**src/rtl/tone_pkg.sv**
```systemverilog
// Shared types and constants for the tone burst generator.
package tone_pkg;

  typedef enum logic {
    IDLE,
    RUN
  } state_t;

  localparam int unsigned MIN_DIV = 2;

endpackage

```
**src/rtl/tone_period_counter.sv**
```systemverilog
// Mod-n period counter producing the registered half-phase square wave.
module tone_period_counter
  import tone_pkg::*;
#(
  parameter int unsigned WIDTH = 32
) (
  input  logic             clk,
  input  logic             rst_n,
  input  logic             i_run,
  input  logic [WIDTH-1:0] i_n,
  output logic [WIDTH-1:0] o_cnt,
  output logic             o_wrap,
  output logic             o_tone
);

  logic [WIDTH-1:0] r_cnt;
  logic [WIDTH-1:0] w_cnt_inc;
  logic             r_tone;

  assign w_cnt_inc = r_cnt + WIDTH'(1);
  assign o_wrap    = (r_cnt == i_n - WIDTH'(1));
  assign o_cnt     = r_cnt;
  assign o_tone    = r_tone;

  // Tone is computed from the next count so it lines up with r_cnt after the edge.
  always_ff @(posedge clk or posedge rst_n) begin
    if (rst_n) begin
      r_cnt  <= '0;
      r_tone <= 1'b0;
    end else if (!i_run || o_wrap) begin
      r_cnt  <= '0;
      r_tone <= 1'b0;
    end else begin
      r_cnt  <= w_cnt_inc;
      r_tone <= (w_cnt_inc >= (i_n >> 1));
    end
  end

endmodule

```
**src/rtl/tone_burst_divider.sv**
```systemverilog
// Tone burst generator: FSM, burst-length counter and divisor shadow register
// around a mod-n period counter.
module tone_burst_divider
  import tone_pkg::*;
#(
  parameter int unsigned WIDTH = 32,
  parameter int unsigned DUR_W = 16
) (
  input  logic             clk,
  input  logic             rst_n,
  input  logic             start,
  input  logic             stop,
  input  logic [WIDTH-1:0] n_div,
  input  logic [DUR_W-1:0] duration,
  output logic             tone_out,
  output logic             busy,
  output logic             done,
  output logic             rejected
);

  state_t           r_state, w_state_nxt;
  logic [WIDTH-1:0] r_n_act, w_n_act_nxt;
  logic [DUR_W-1:0] r_periods_left, w_periods_nxt;
  logic             r_done, w_done_nxt;
  logic             r_rejected, w_rej_nxt;
  logic             w_n_ok, w_dur_ok, w_run, w_wrap, w_tone;
  logic [WIDTH-1:0] w_cnt;

  assign w_n_ok   = (n_div >= WIDTH'(MIN_DIV));
  assign w_dur_ok = (duration != '0);

  always_ff @(posedge clk or posedge rst_n) begin
    if (rst_n) begin
      r_state        <= IDLE;
      r_n_act        <= '0;
      r_periods_left <= '0;
      r_done         <= 1'b0;
      r_rejected     <= 1'b0;
    end else begin
      r_state        <= w_state_nxt;
      r_n_act        <= w_n_act_nxt;
      r_periods_left <= w_periods_nxt;
      r_done         <= w_done_nxt;
      r_rejected     <= w_rej_nxt;
    end
  end

  always_comb begin
    w_state_nxt   = r_state;
    w_n_act_nxt   = r_n_act;
    w_periods_nxt = r_periods_left;
    w_done_nxt    = 1'b0;
    w_rej_nxt     = 1'b0;
    case (r_state)
      IDLE: begin
        if (start && !stop) begin
          if (w_n_ok && w_dur_ok) begin
            w_state_nxt   = RUN;
            w_n_act_nxt   = n_div;
            w_periods_nxt = duration;
          end else begin
            w_rej_nxt = 1'b1;
          end
        end
      end
      RUN: begin
        if (stop) begin
          w_state_nxt = IDLE;
        end else if (w_wrap) begin
          if (r_periods_left == DUR_W'(1)) begin
            w_state_nxt = IDLE;
            w_done_nxt  = 1'b1;
          end else begin
            // Pitch changes land only here, so every period is whole.
            w_periods_nxt = r_periods_left - DUR_W'(1);
            if (w_n_ok) w_n_act_nxt = n_div;
          end
        end
      end
    endcase
  end

  assign w_run = (r_state == RUN) && (w_state_nxt == RUN);

  tone_period_counter #(
    .WIDTH(WIDTH)
  ) u_period (
    .clk   (clk),
    .rst_n (rst_n),
    .i_run (w_run),
    .i_n   (r_n_act),
    .o_cnt (w_cnt),
    .o_wrap(w_wrap),
    .o_tone(w_tone)
  );

  assign tone_out = w_tone;
  assign busy     = (r_state == RUN);
  assign done     = r_done;
  assign rejected = r_rejected;

  a_cnt_in_range : assert property (@(posedge clk) disable iff (rst_n)
    (r_state == RUN) |-> (w_cnt < r_n_act));

endmodule

```
**config.mk**
```make
export PLATFORM = sky130hd
export DESIGN_NAME = tone_burst_divider
export DESIGN_NICKNAME = d
export VERILOG_FILES = /design/src/rtl/tone_pkg.sv /design/src/rtl/tone_period_counter.sv /design/src/rtl/tone_burst_divider.sv
export SDC_FILE = /design/constraint.sdc
export NUM_CORES = 1
export LEC_CHECK = 0
export CAP_MARGIN = 20
export CORE_ASPECT_RATIO = 0.6
export CORE_UTILIZATION = 60
export DETAILED_ROUTE_END_ITERATION = 7
export GPL_TIMING_DRIVEN = 0
export PLACE_DENSITY_LB_ADDON = 0.3
export SLEW_MARGIN = 20
export SYNTH_ARGS = -nofsm -noshare
export SYNTH_HDL_FRONTEND = slang
export SYNTH_SLANG_ARGS = --single-unit
```
**constraint.sdc**
```tcl
create_clock -name clk -period 10.91 [get_ports clk]
set_clock_uncertainty 0.15 [all_clocks]
set_input_delay 1.6365 -clock clk [delete_from_list [all_inputs] [get_ports clk]]
set_output_delay 1.6365 -clock clk [all_outputs]
set_load 0.01 [all_outputs]
```
==> results of run 1 <==
[stage by stage]
stage | hold WS [ns] | util (%) | power [mW]
4_1_cts | 0.423 | 72.4 | 1.05
3_3_place_gp | 0.389 | 69.0 | 0.711
6_report | 0.417 | 72.4 | 1.07
2_1_floorplan | 0.356 | - | 0.625
5_1_grt | 0.454 | 72.4 | 1.11
3_5_place_dp | 0.408 | 69.3 | 0.730
[how the worst min path moves through the flow]
stage	endpoint
2_1_floorplan	u_period.o_cnt[0]
3_3_place_gp	r_n_act[31]
3_5_place_dp	r_n_act[31]
4_1_cts	r_n_act[31]
5_1_grt	r_n_act[31]
6_report	r_n_act[31]
[kinds of logic after synthesis]
group / synth area share, %
buf+inv: 5.02
xor+xnor: 10.5
mux: 6.60
compound gates: 12.7
simple gates: 23.4
fa+ha+maj: 7.20
flops: 34.5
[cells in the final DEF, fill, tap and decap left out, drive strengths merged, types with 4 or more instances in the layout]
cell	instances
dfrtp	84
clkdlybuf4s50	54
inv	46
nor2	41
xnor2	39
ha	35
xor2	34
nor2b	34
mux2	33
o21ai	32
nor3	31
clkbuf	30
nand2	26
nor4	23
nand3	21
nand4	18
and3	16
a21oi	11
or3	10
nand2b	8
o22ai	8
a21o	8
o211ai	7
buf	7
or4	6
a31oi	5
clkinv	5
a211oi	4
and4	4
and2	4
[final cells by class]
class / instances / area share [%]
multi-input cells: 508 / 51.6
flip-flops and latches: 84 / 29.5
repair buffers: 55 / 7.97
clock buffers: 9 / 3.16
inverters: 47 / 2.51
well taps: 135 / 2.37
plain buffers: 27 / 1.81
clock inverters: 6 / 1.12
[routing by layer]
metal | wire length (um) | vias to the layer above | GRT usage (%)
li1 | - | 2554 | -
met1 | 7950 | 2631 | 49.7
met2 | 7100 | 302 | 49.9
met3 | 2080 | 28 | 12.5
met4 | 226 | 0 | 7.67
met5 | 0 | - | 0
[worst reg2reg max path, cell delays in order, from the launching register on]
cell      delay [ns]
dfrtp_1         0.49
or4_1           0.54
buf_2           0.19
or4b_2          0.68
xnor2_1         0.16
o21a_1          0.17
o21ai_0         0.42
nand3b_1        0.46
o31ai_4         0.57
buf_4           0.31
mux2_2          0.37
[power breakdown]
group | leakage (nW) | internal [mW] | switching (mW) | total (mW)
Clock | 0.155 | 0.198 | 0.128 | 0.326
Sequential | 1.07 | 0.360 | 0.0817 | 0.442
Combinational | 1.85 | 0.137 | 0.162 | 0.299
[flip-flops by register name (all words and copies together), names as in the netlist]
register         count
u_period.o_tone      1
done                 1
r_periods_left      16
rejected             1
r_n_act             32
u_period.o_cnt      32
busy                 1
==> flow_metrics.env, run 1 <==
export IMPL_syn_area_um2=6090
export IMPL_reg2reg_depth=10
export IMPL_die_height_um=80.0
export IMPL_hold_path_class="reg2reg"
export IMPL_synth_seq_cells=84
export IMPL_reg2reg_to="r_n_act[23]"
export IMPL_synth_flop_cell="dfrtp_1"
export IMPL_syn_avg_cell_area_um2=9.14
export IMPL_critPathTopFamily="buffers and inverters"
export IMPL_fp_coreArea_um2=9840
export IMPL_dr_total_vias=5515
export IMPL_drtIter0Drc=804
export IMPL_p_leak_nw=3.07
export IMPL_rows=28
export IMPL_min_from="r_n_act[31]"
export IMPL_synth_most_common_cell="dfrtp_1"
export IMPL_cts_tree="yes"
export IMPL_grt_start_max_net_pins=60
export IMPL_synthArstFlopShare_pct=100
export IMPL_ys_seq_area_share_pct=34.5
export IMPL_globalplace_congestion=0.956
export IMPL_yosys_warnings=0
export IMPL_io_pins=56
export IMPL_pwr_density_cell_nw_per_um2=150
export IMPL_multi_input_area_um2=3680
export IMPL_vdd_drop_max_uv=90.1
export IMPL_cp_num_cells=10
export IMPL_postPlaceCellArea_um2=6830
export IMPL_min_period_ns=4.85
export IMPL_fin_cells=871
export IMPL_drv_cap=0
export IMPL_crit_type="in2reg"
export IMPL_synth_top_area_share_pct=34.5
export IMPL_place_ws_ns=5.96
export IMPL_wirelength_um=17400
export IMPL_worst_endpoint_arrival_ns=4.93
export IMPL_synth_edf_count=0
export IMPL_routedWlPerCell_um=19.9
export IMPL_slowest_delay_ns=0.58
export IMPL_drcViolationCount=0
export IMPL_relSlewSlack_pct=44.8
export IMPL_antenna_found_initial=0
export IMPL_finalMaxSlewViolations=0
export IMPL_dpl_cell_count=856
export IMPL_drt_pass1_iter_count=5
export IMPL_endpoint="r_periods_left[11]"
export IMPL_clock_sinks=84
export IMPL_hpwl_um=13300
export IMPL_area_growth_pct=17.2
export IMPL_rsz0062_at_grt="false"
export IMPL_crit_buf_inv=3
export IMPL_fin_setup_tns_ns=0
export IMPL_post_cts_setup_buffers=0
export IMPL_fp_dieW_um=132
export IMPL_final_net_count=819
export IMPL_antenna_cells=0
export IMPL_setup_viol=0
export IMPL_status="finished clean"
export IMPL_fillers=771
export IMPL_syn_inst=666
export IMPL_tightestPinTransition_ns=0.821
export IMPL_numPortBuffers=54
export IMPL_first_global_vias=5286
export IMPL_synth_cell_types=65
export IMPL_crit_slowest_cell="nor3_1"
export IMPL_stdcell_area_um2=7130
export IMPL_clk_pin_slew_worst_paths_ns=0.06
export IMPL_path_common_cell="clkbuf_1"
export IMPL_htreeDepth=3
export IMPL_clock_path_buffers=2
export IMPL_clock_latency_ns=0.35
export IMPL_post_cts_resized=0
export IMPL_overflow=0
export IMPL_cp_end_kind="register"
export IMPL_synthesis_nets=753
export IMPL_critPathRequiredTime_ns=10.99
export IMPL_worst_setup_path_start_kind="input pin"
export IMPL_regArea_um2=2100
export IMPL_finalHoldViolations=0
export IMPL_rrSetupSlack_ns=6.30
export IMPL_crit_chain="clkdlybuf4s50_1 -> nor3_1 -> nand4_1 -> nor2_1 -> a41o_1 -> or4b_2 -> clkbuf_1 -> clkbuf_1 -> o31ai_1 -> o211a_1"
export IMPL_synth_area_leader_cell="dfrtp_1"
export IMPL_cts_buffers=9
export IMPL_die_area_um2=10600
export IMPL_antenna_left=0
export IMPL_max_freq_mhz=206
export IMPL_grt_first_pass_wirelength_um=27900
export IMPL_post_route_period_util_pct=44.4
export IMPL_r2r_start="r_n_act[3]"
export IMPL_start_util_pct=61.8
export IMPL_root_buffer="clkbuf_16"
export IMPL_cts_hold_buf=0
export IMPL_ys_top_cells_by_area="dfrtp_1, ha_1, mux2_2"
export IMPL_min_path_cells=1
export IMPL_viasPerCell=6.33
export IMPL_crit_start="n_div[29]"
export IMPL_layout_setup_ws_ns=6.06
export IMPL_grt_use_total_pct=34.8
export IMPL_ys_top_cells_by_count="dfrtp_1, inv_1, nor2_1"
export IMPL_layout_drive_gt1_share_pct=8.83
export IMPL_critPathMaxFanout=10
Note: power is estimated with default switching activity, not from simulation.
==> run 2, diff against run 1 <==
--- a/config.mk
+++ b/config.mk
@@ -7,7 +7,7 @@
 export LEC_CHECK = 0
 export CAP_MARGIN = 20
 export CORE_ASPECT_RATIO = 0.6
-export CORE_UTILIZATION = 60
+export CORE_UTILIZATION = 59
 export DETAILED_ROUTE_END_ITERATION = 7
 export GPL_TIMING_DRIVEN = 0
 export PLACE_DENSITY_LB_ADDON = 0.3
==> constraint.sdc (replaced) <==
create_clock -name clk -period 4.5 [get_ports clk]
set_clock_uncertainty 0.15 [all_clocks]
set_input_delay 0.675 -clock clk [delete_from_list [all_inputs] [get_ports clk]]
set_output_delay 0.675 -clock clk [all_outputs]
set_load 0.01 [all_outputs]
==> flow_metrics.env, run 2 (synthesis results as in run 1) <==
export IMPL_grt_start_max_net_pins=50
export IMPL_drcViolationCount=0
export IMPL_dpl_cell_count=856
export IMPL_p_leak_nw=3.08
export IMPL_rrSetupSlack_ns=0.08
export IMPL_reg2reg_depth=11
export IMPL_fp_coreArea_um2=9950
export IMPL_final_cell_mix="dfrtp_1, clkdlybuf4s50_1, inv_1"
export IMPL_tightestPinTransition_ns=0.790
export IMPL_critPathRequiredTime_ns=4.63
export IMPL_place_ws_ns=-0.0717
export IMPL_crit_start="r_n_act[2]"
export IMPL_clk_pin_slew_worst_paths_ns=0.06
export IMPL_cts_tree="yes"
export IMPL_rows=28
export IMPL_fin_cells=874
export IMPL_p_total_mw=2.58
export IMPL_die_height_um=80.7
export IMPL_numPortBuffers=54
export IMPL_area_growth_pct=17.5
export IMPL_swShare_pct=35.5
export IMPL_fillers=737
export IMPL_first_global_vias=5550
export IMPL_drtIter0Drc=800
export IMPL_drv_cap=0
export IMPL_antenna_cells=0
export IMPL_viasPerCell=6.61
export IMPL_post_route_period_util_pct=98.3
export IMPL_antenna_left=0
export IMPL_fin_setup_tns_ns=0
export IMPL_critPathMaxFanout=8
export IMPL_worst_endpoint_arrival_ns=4.55
export IMPL_combPwrFrac_pct=28.3
export IMPL_antenna_found_initial=0
export IMPL_finalMaxSlewViolations=0
export IMPL_die_area_um2=10700
export IMPL_grt_first_pass_wirelength_um=28600
export IMPL_relSlewSlack_pct=46.9
export IMPL_layout_drive_gt1_share_pct=9.34
export IMPL_clock_latency_ns=0.35
export IMPL_overflow=0
export IMPL_finalHoldViolations=0
export IMPL_clock_path_buffers=2
export IMPL_p_sw_mw=0.913
export IMPL_dr_total_vias=5775
export IMPL_htreeDepth=3
export IMPL_crit_slowest_cell="or4b_2"
export IMPL_hold_path_class="reg2reg"
export IMPL_final_util_pct=71.9
export IMPL_clock_power_share_pct=29.9
export IMPL_clock_sinks=84
export IMPL_slowest_delay_ns=0.70
export IMPL_endpoint="r_periods_left[11]"
export IMPL_worst_setup_path_start_kind="register"
export IMPL_status="finished clean"
export IMPL_final_common_cell="dfrtp_1"
export IMPL_start_util_pct=61.2
export IMPL_setup_viol=0
export IMPL_layout_setup_ws_ns=0.0785
export IMPL_internal_power_mw=1.66
export IMPL_r2r_start="r_n_act[2]"
export IMPL_wirelength_um=17700
export IMPL_drt_pass1_iter_count=5
export IMPL_io_pins=56
export IMPL_crit_type="reg2reg"
export IMPL_vdd_drop_max_uv=233
export IMPL_stdcell_area_um2=7150
export IMPL_cts_buffers=9
export IMPL_min_path_cells=1
export IMPL_crit_chain="or4_1 -> buf_2 -> or4b_2 -> xnor2_1 -> o21a_1 -> o21ai_0 -> nand3b_1 -> buf_4 -> buf_4 -> o31ai_1 -> o211a_1"
export IMPL_fp_dieW_um=133
export IMPL_cp_end_kind="register"
export IMPL_rsz0062_at_grt="false"
export IMPL_hold_ws_ns=0.442
export IMPL_min_period_ns=4.42
export IMPL_hpwl_um=13300
export IMPL_globalplace_congestion=0.941
export IMPL_postPlaceCellArea_um2=6830
export IMPL_root_buffer="clkbuf_16"
export IMPL_path_common_cell="buf_4"
export IMPL_reg2reg_to="r_periods_left[11]"
export IMPL_final_net_count=822
export IMPL_p_seq_share_pct=41.8
export IMPL_routedWlPerCell_um=20.3
export IMPL_grt_use_total_pct=34.8
export IMPL_max_freq_mhz=226
export IMPL_pwr_density_cell_nw_per_um2=360
-- run 2: cell count changes in the layout (fill, tap and decap cells not counted) --
cell / delta
buf_4: +3
clkbuf_8: +2
clkinv_2: -2
bufinv_16: -1
clkinv_4: +1
o21ai_1: -1
o21ai_2: +1
-- run 2: routing by layer --
metal	vias to the layer above	global-route usage (%)	part of all wire, %
li1	2553	-	-
met1	2774	49.8	45
met2	399	50.7	41
met3	49	9.66	12
met4	0	10.8	2.0
met5	-	0	0
-- run 2: critical path, delay by kind of cell, from the launching register on --
family	cells	cell delay, ns
flip-flops	1	0.49
XOR/XNOR	1	0.17
buffers and inverters	3	0.56
AO/OA/AOI/OAI	4	1.50
AND/OR/NAND/NOR	3	1.48
-- run 2: area by class of cell --
class	count	area, um^2	area share [%]
plain buffers	27	129	1.80
clock buffers	11	253	3.53
multi-input cells	508	3680	51.5
flip-flops and latches	84	2100	29.4
well taps	135	169	2.36
inverters	47	179	2.50
clock inverters	4	48.8	0.682
repair buffers	58	591	8.26
-- run 2: worst min path at each step --
stage                       startpoint  slack (ns)            endpoint
finish                     r_n_act[18]        0.44         r_n_act[18]
global route               r_n_act[31]        0.44         r_n_act[31]
CTS                        r_n_act[31]        0.44         r_n_act[31]
detailed placement  r_periods_left[14]        0.42  r_periods_left[14]
global placement           r_n_act[31]        0.39         r_n_act[31]
floorplan            u_period.o_cnt[0]        0.36   u_period.o_cnt[0]
-- run 2: repair_timing --
item / 4_1_cts / 5_1_grt
hold buffers: 0 / 0
gates resized for setup: 1 / 0
endpoints found under the setup margin: 57 / 0
setup buffers: 3 / 0
-- run 2: power by group through the flow --
stage               Clock, mW  Combinational (mW)  Sequential (mW)
finish                  0.771               0.728             1.08
global route            0.805               0.793             1.09
CTS                     0.769               0.708             1.06
detailed placement          0               0.695             1.07
global placement            0               0.658             1.06
floorplan                   0               0.505             1.01
==> run 3, diff against run 2 <==
--- a/config.mk
+++ b/config.mk
@@ -7,7 +7,7 @@
 export LEC_CHECK = 0
 export CAP_MARGIN = 20
 export CORE_ASPECT_RATIO = 0.6
-export CORE_UTILIZATION = 59
+export CORE_UTILIZATION = 52
 export DETAILED_ROUTE_END_ITERATION = 7
 export GPL_TIMING_DRIVEN = 0
 export PLACE_DENSITY_LB_ADDON = 0.3
==> flow_metrics.env, run 3 (synthesis results as in run 1) <==
export IMPL_slowest_delay_ns=0.79
export IMPL_clock_sinks=84
export IMPL_rows=30
export IMPL_worst_endpoint_arrival_ns=4.38
export IMPL_antenna_cells=0
export IMPL_cp_end_kind="register"
export IMPL_postPlaceCellArea_um2=6860
export IMPL_crit_chain="nor4_1 -> nand3_1 -> nor4_1 -> mux2i_1 -> a41oi_1 -> or4b_4 -> o31ai_4 -> buf_4 -> mux2_2"
export IMPL_place_ws_ns=-0.0586
export IMPL_fin_setup_tns_ns=0
export IMPL_fp_coreArea_um2=11300
export IMPL_routedWlPerCell_um=19.2
export IMPL_min_to="r_n_act[31]"
export IMPL_stdcell_area_um2=7180
export IMPL_pwr_density_cell_nw_per_um2=357
export IMPL_fp_dieW_um=142
export IMPL_htreeDepth=3
export IMPL_hold_path_class="reg2reg"
export IMPL_p_leak_nw=3.08
export IMPL_tightestPinTransition_ns=0.864
export IMPL_critPathMaxFanout=10
export IMPL_drt_pass1_iter_count=5
export IMPL_die_area_um2=12200
export IMPL_dr_total_vias=5509
export IMPL_worst_setup_path_start_kind="register"
export IMPL_final_util_pct=63.4
export IMPL_drtIter0Drc=590
export IMPL_final_common_cell="dfrtp_1"
export IMPL_max_freq_mhz=233
export IMPL_min_path_cells=1
export IMPL_antenna_found_initial=0
export IMPL_final_net_count=821
export IMPL_globalplace_congestion=0.954
export IMPL_die_height_um=85.8
export IMPL_r2r_start="r_n_act[2]"
export IMPL_rsz0062_at_grt="false"
export IMPL_finalMaxSlewViolations=0
export IMPL_drcViolationCount=0
export IMPL_crit_type="reg2reg"
export IMPL_antenna_left=0
export IMPL_drv_cap=0
export IMPL_root_buffer="clkbuf_16"
export IMPL_p_total_mw=2.56
export IMPL_cts_hold_buf=0
export IMPL_post_route_period_util_pct=95.4
export IMPL_hpwl_um=13200
export IMPL_viasPerCell=6.13
export IMPL_final_cell_mix="dfrtp_1, clkdlybuf4s50_1, inv_1"
export IMPL_reg2reg_to="r_n_act[4]"
export IMPL_cts_tree="yes"
export IMPL_grt_start_max_net_pins=52
export IMPL_rrSetupSlack_ns=0.21
export IMPL_overflow=0
export IMPL_area_growth_pct=18.1
export IMPL_relSlewSlack_pct=41.8
export IMPL_fillers=961
export IMPL_finalHoldViolations=0
export IMPL_critPathRequiredTime_ns=4.58
export IMPL_hold_ws_ns=0.433
export IMPL_clock_latency_ns=0.35
export IMPL_reg2reg_depth=9
export IMPL_cts_buffers=9
export IMPL_setup_viol=0
export IMPL_fin_cells=899
export IMPL_status="finished clean"
export IMPL_grt_first_pass_wirelength_um=27900
export IMPL_crit_slowest_cell="nor4_1"
export IMPL_dpl_cell_count=881
export IMPL_min_from="r_n_act[31]"
export IMPL_io_pins=56
export IMPL_grt_use_total_pct=29.8
export IMPL_min_period_ns=4.29
export IMPL_clk_pin_slew_worst_paths_ns=0.07
export IMPL_start_util_pct=53.7
export IMPL_clock_path_buffers=2
export IMPL_layout_setup_ws_ns=0.208
export IMPL_path_common_cell="nor4_1"
export IMPL_wirelength_um=17200
export IMPL_vdd_drop_max_uv=186
export IMPL_layout_drive_gt1_share_pct=9.47
export IMPL_numPortBuffers=54
export IMPL_first_global_vias=5230
-- run 3: changes by cell type in the layout (fill, tap and decap cells not counted), moves of 2 or more --
| cell | change |
|---|---|
| clkbuf_8 | -2 |
| clkinv_2 | -2 |
| inv_6 | +3 |
| clkinv_4 | +2 |
-- run 3: what timing repair did --
action	in CTS	in global routing
buffers inserted	2	0
setup endpoints to repair	60	31
pin swaps	1	0
resized for setup	0	4
cloned	0	0
-- run 3: report_power, final --
part           internal [mW]  switching [mW]
sequential             0.873           0.191
clock                  0.439           0.343
combinational          0.332           0.386
-- run 3: area by class of cell --
type | instances | area, um^2 | share of cell area, %
multi-input combinational | 508 | 3680 | 51.3
sequential | 84 | 2100 | 29.3
timing repair buffer | 57 | 583 | 8.12
clock buffer | 9 | 225 | 3.13
tap | 160 | 200 | 2.79
inverter | 47 | 179 | 2.49
buffer | 27 | 130 | 1.81
clock inverter | 7 | 82.6 | 1.15
-- run 3: metal layers --
metal / up-vias / GRT usage (%) / part of all wire (%)
met5: - / 0 / 0
met4: 0 / 7.92 / 1.7
met3: 33 / 6.14 / 8.5
met2: 263 / 41.1 / 40
met1: 2671 / 46.4 / 49
li1: 2542 / - / -
-- run 3: critical path: cells and delay by family (launching register included) --
| family | cells | cell delay [ns] |
|---|---|---|
| mux | 2 | 0.61 |
| simple gates | 4 | 2.12 |
| flops | 1 | 0.47 |
| buf+inv | 1 | 0.30 |
| compound gates | 2 | 0.53 |
-- run 3: worst max path at each step --
stage | startpoint | end | slack [ns] | cells after the start
finish | r_n_act[2] | r_n_act[4] | 0.21 | 9
global route | r_n_act[3] | r_n_act[0] | 0.09 | 9
CTS | r_n_act[2] | u_period.o_cnt[24] | 0.16 | 10
detailed placement | r_n_act[2] | u_period.o_cnt[24] | -0.06 | 10
global placement | r_n_act[2] | r_n_act[9] | 0.04 | 10
floorplan | r_n_act[2] | r_n_act[2] | 0.83 | 10
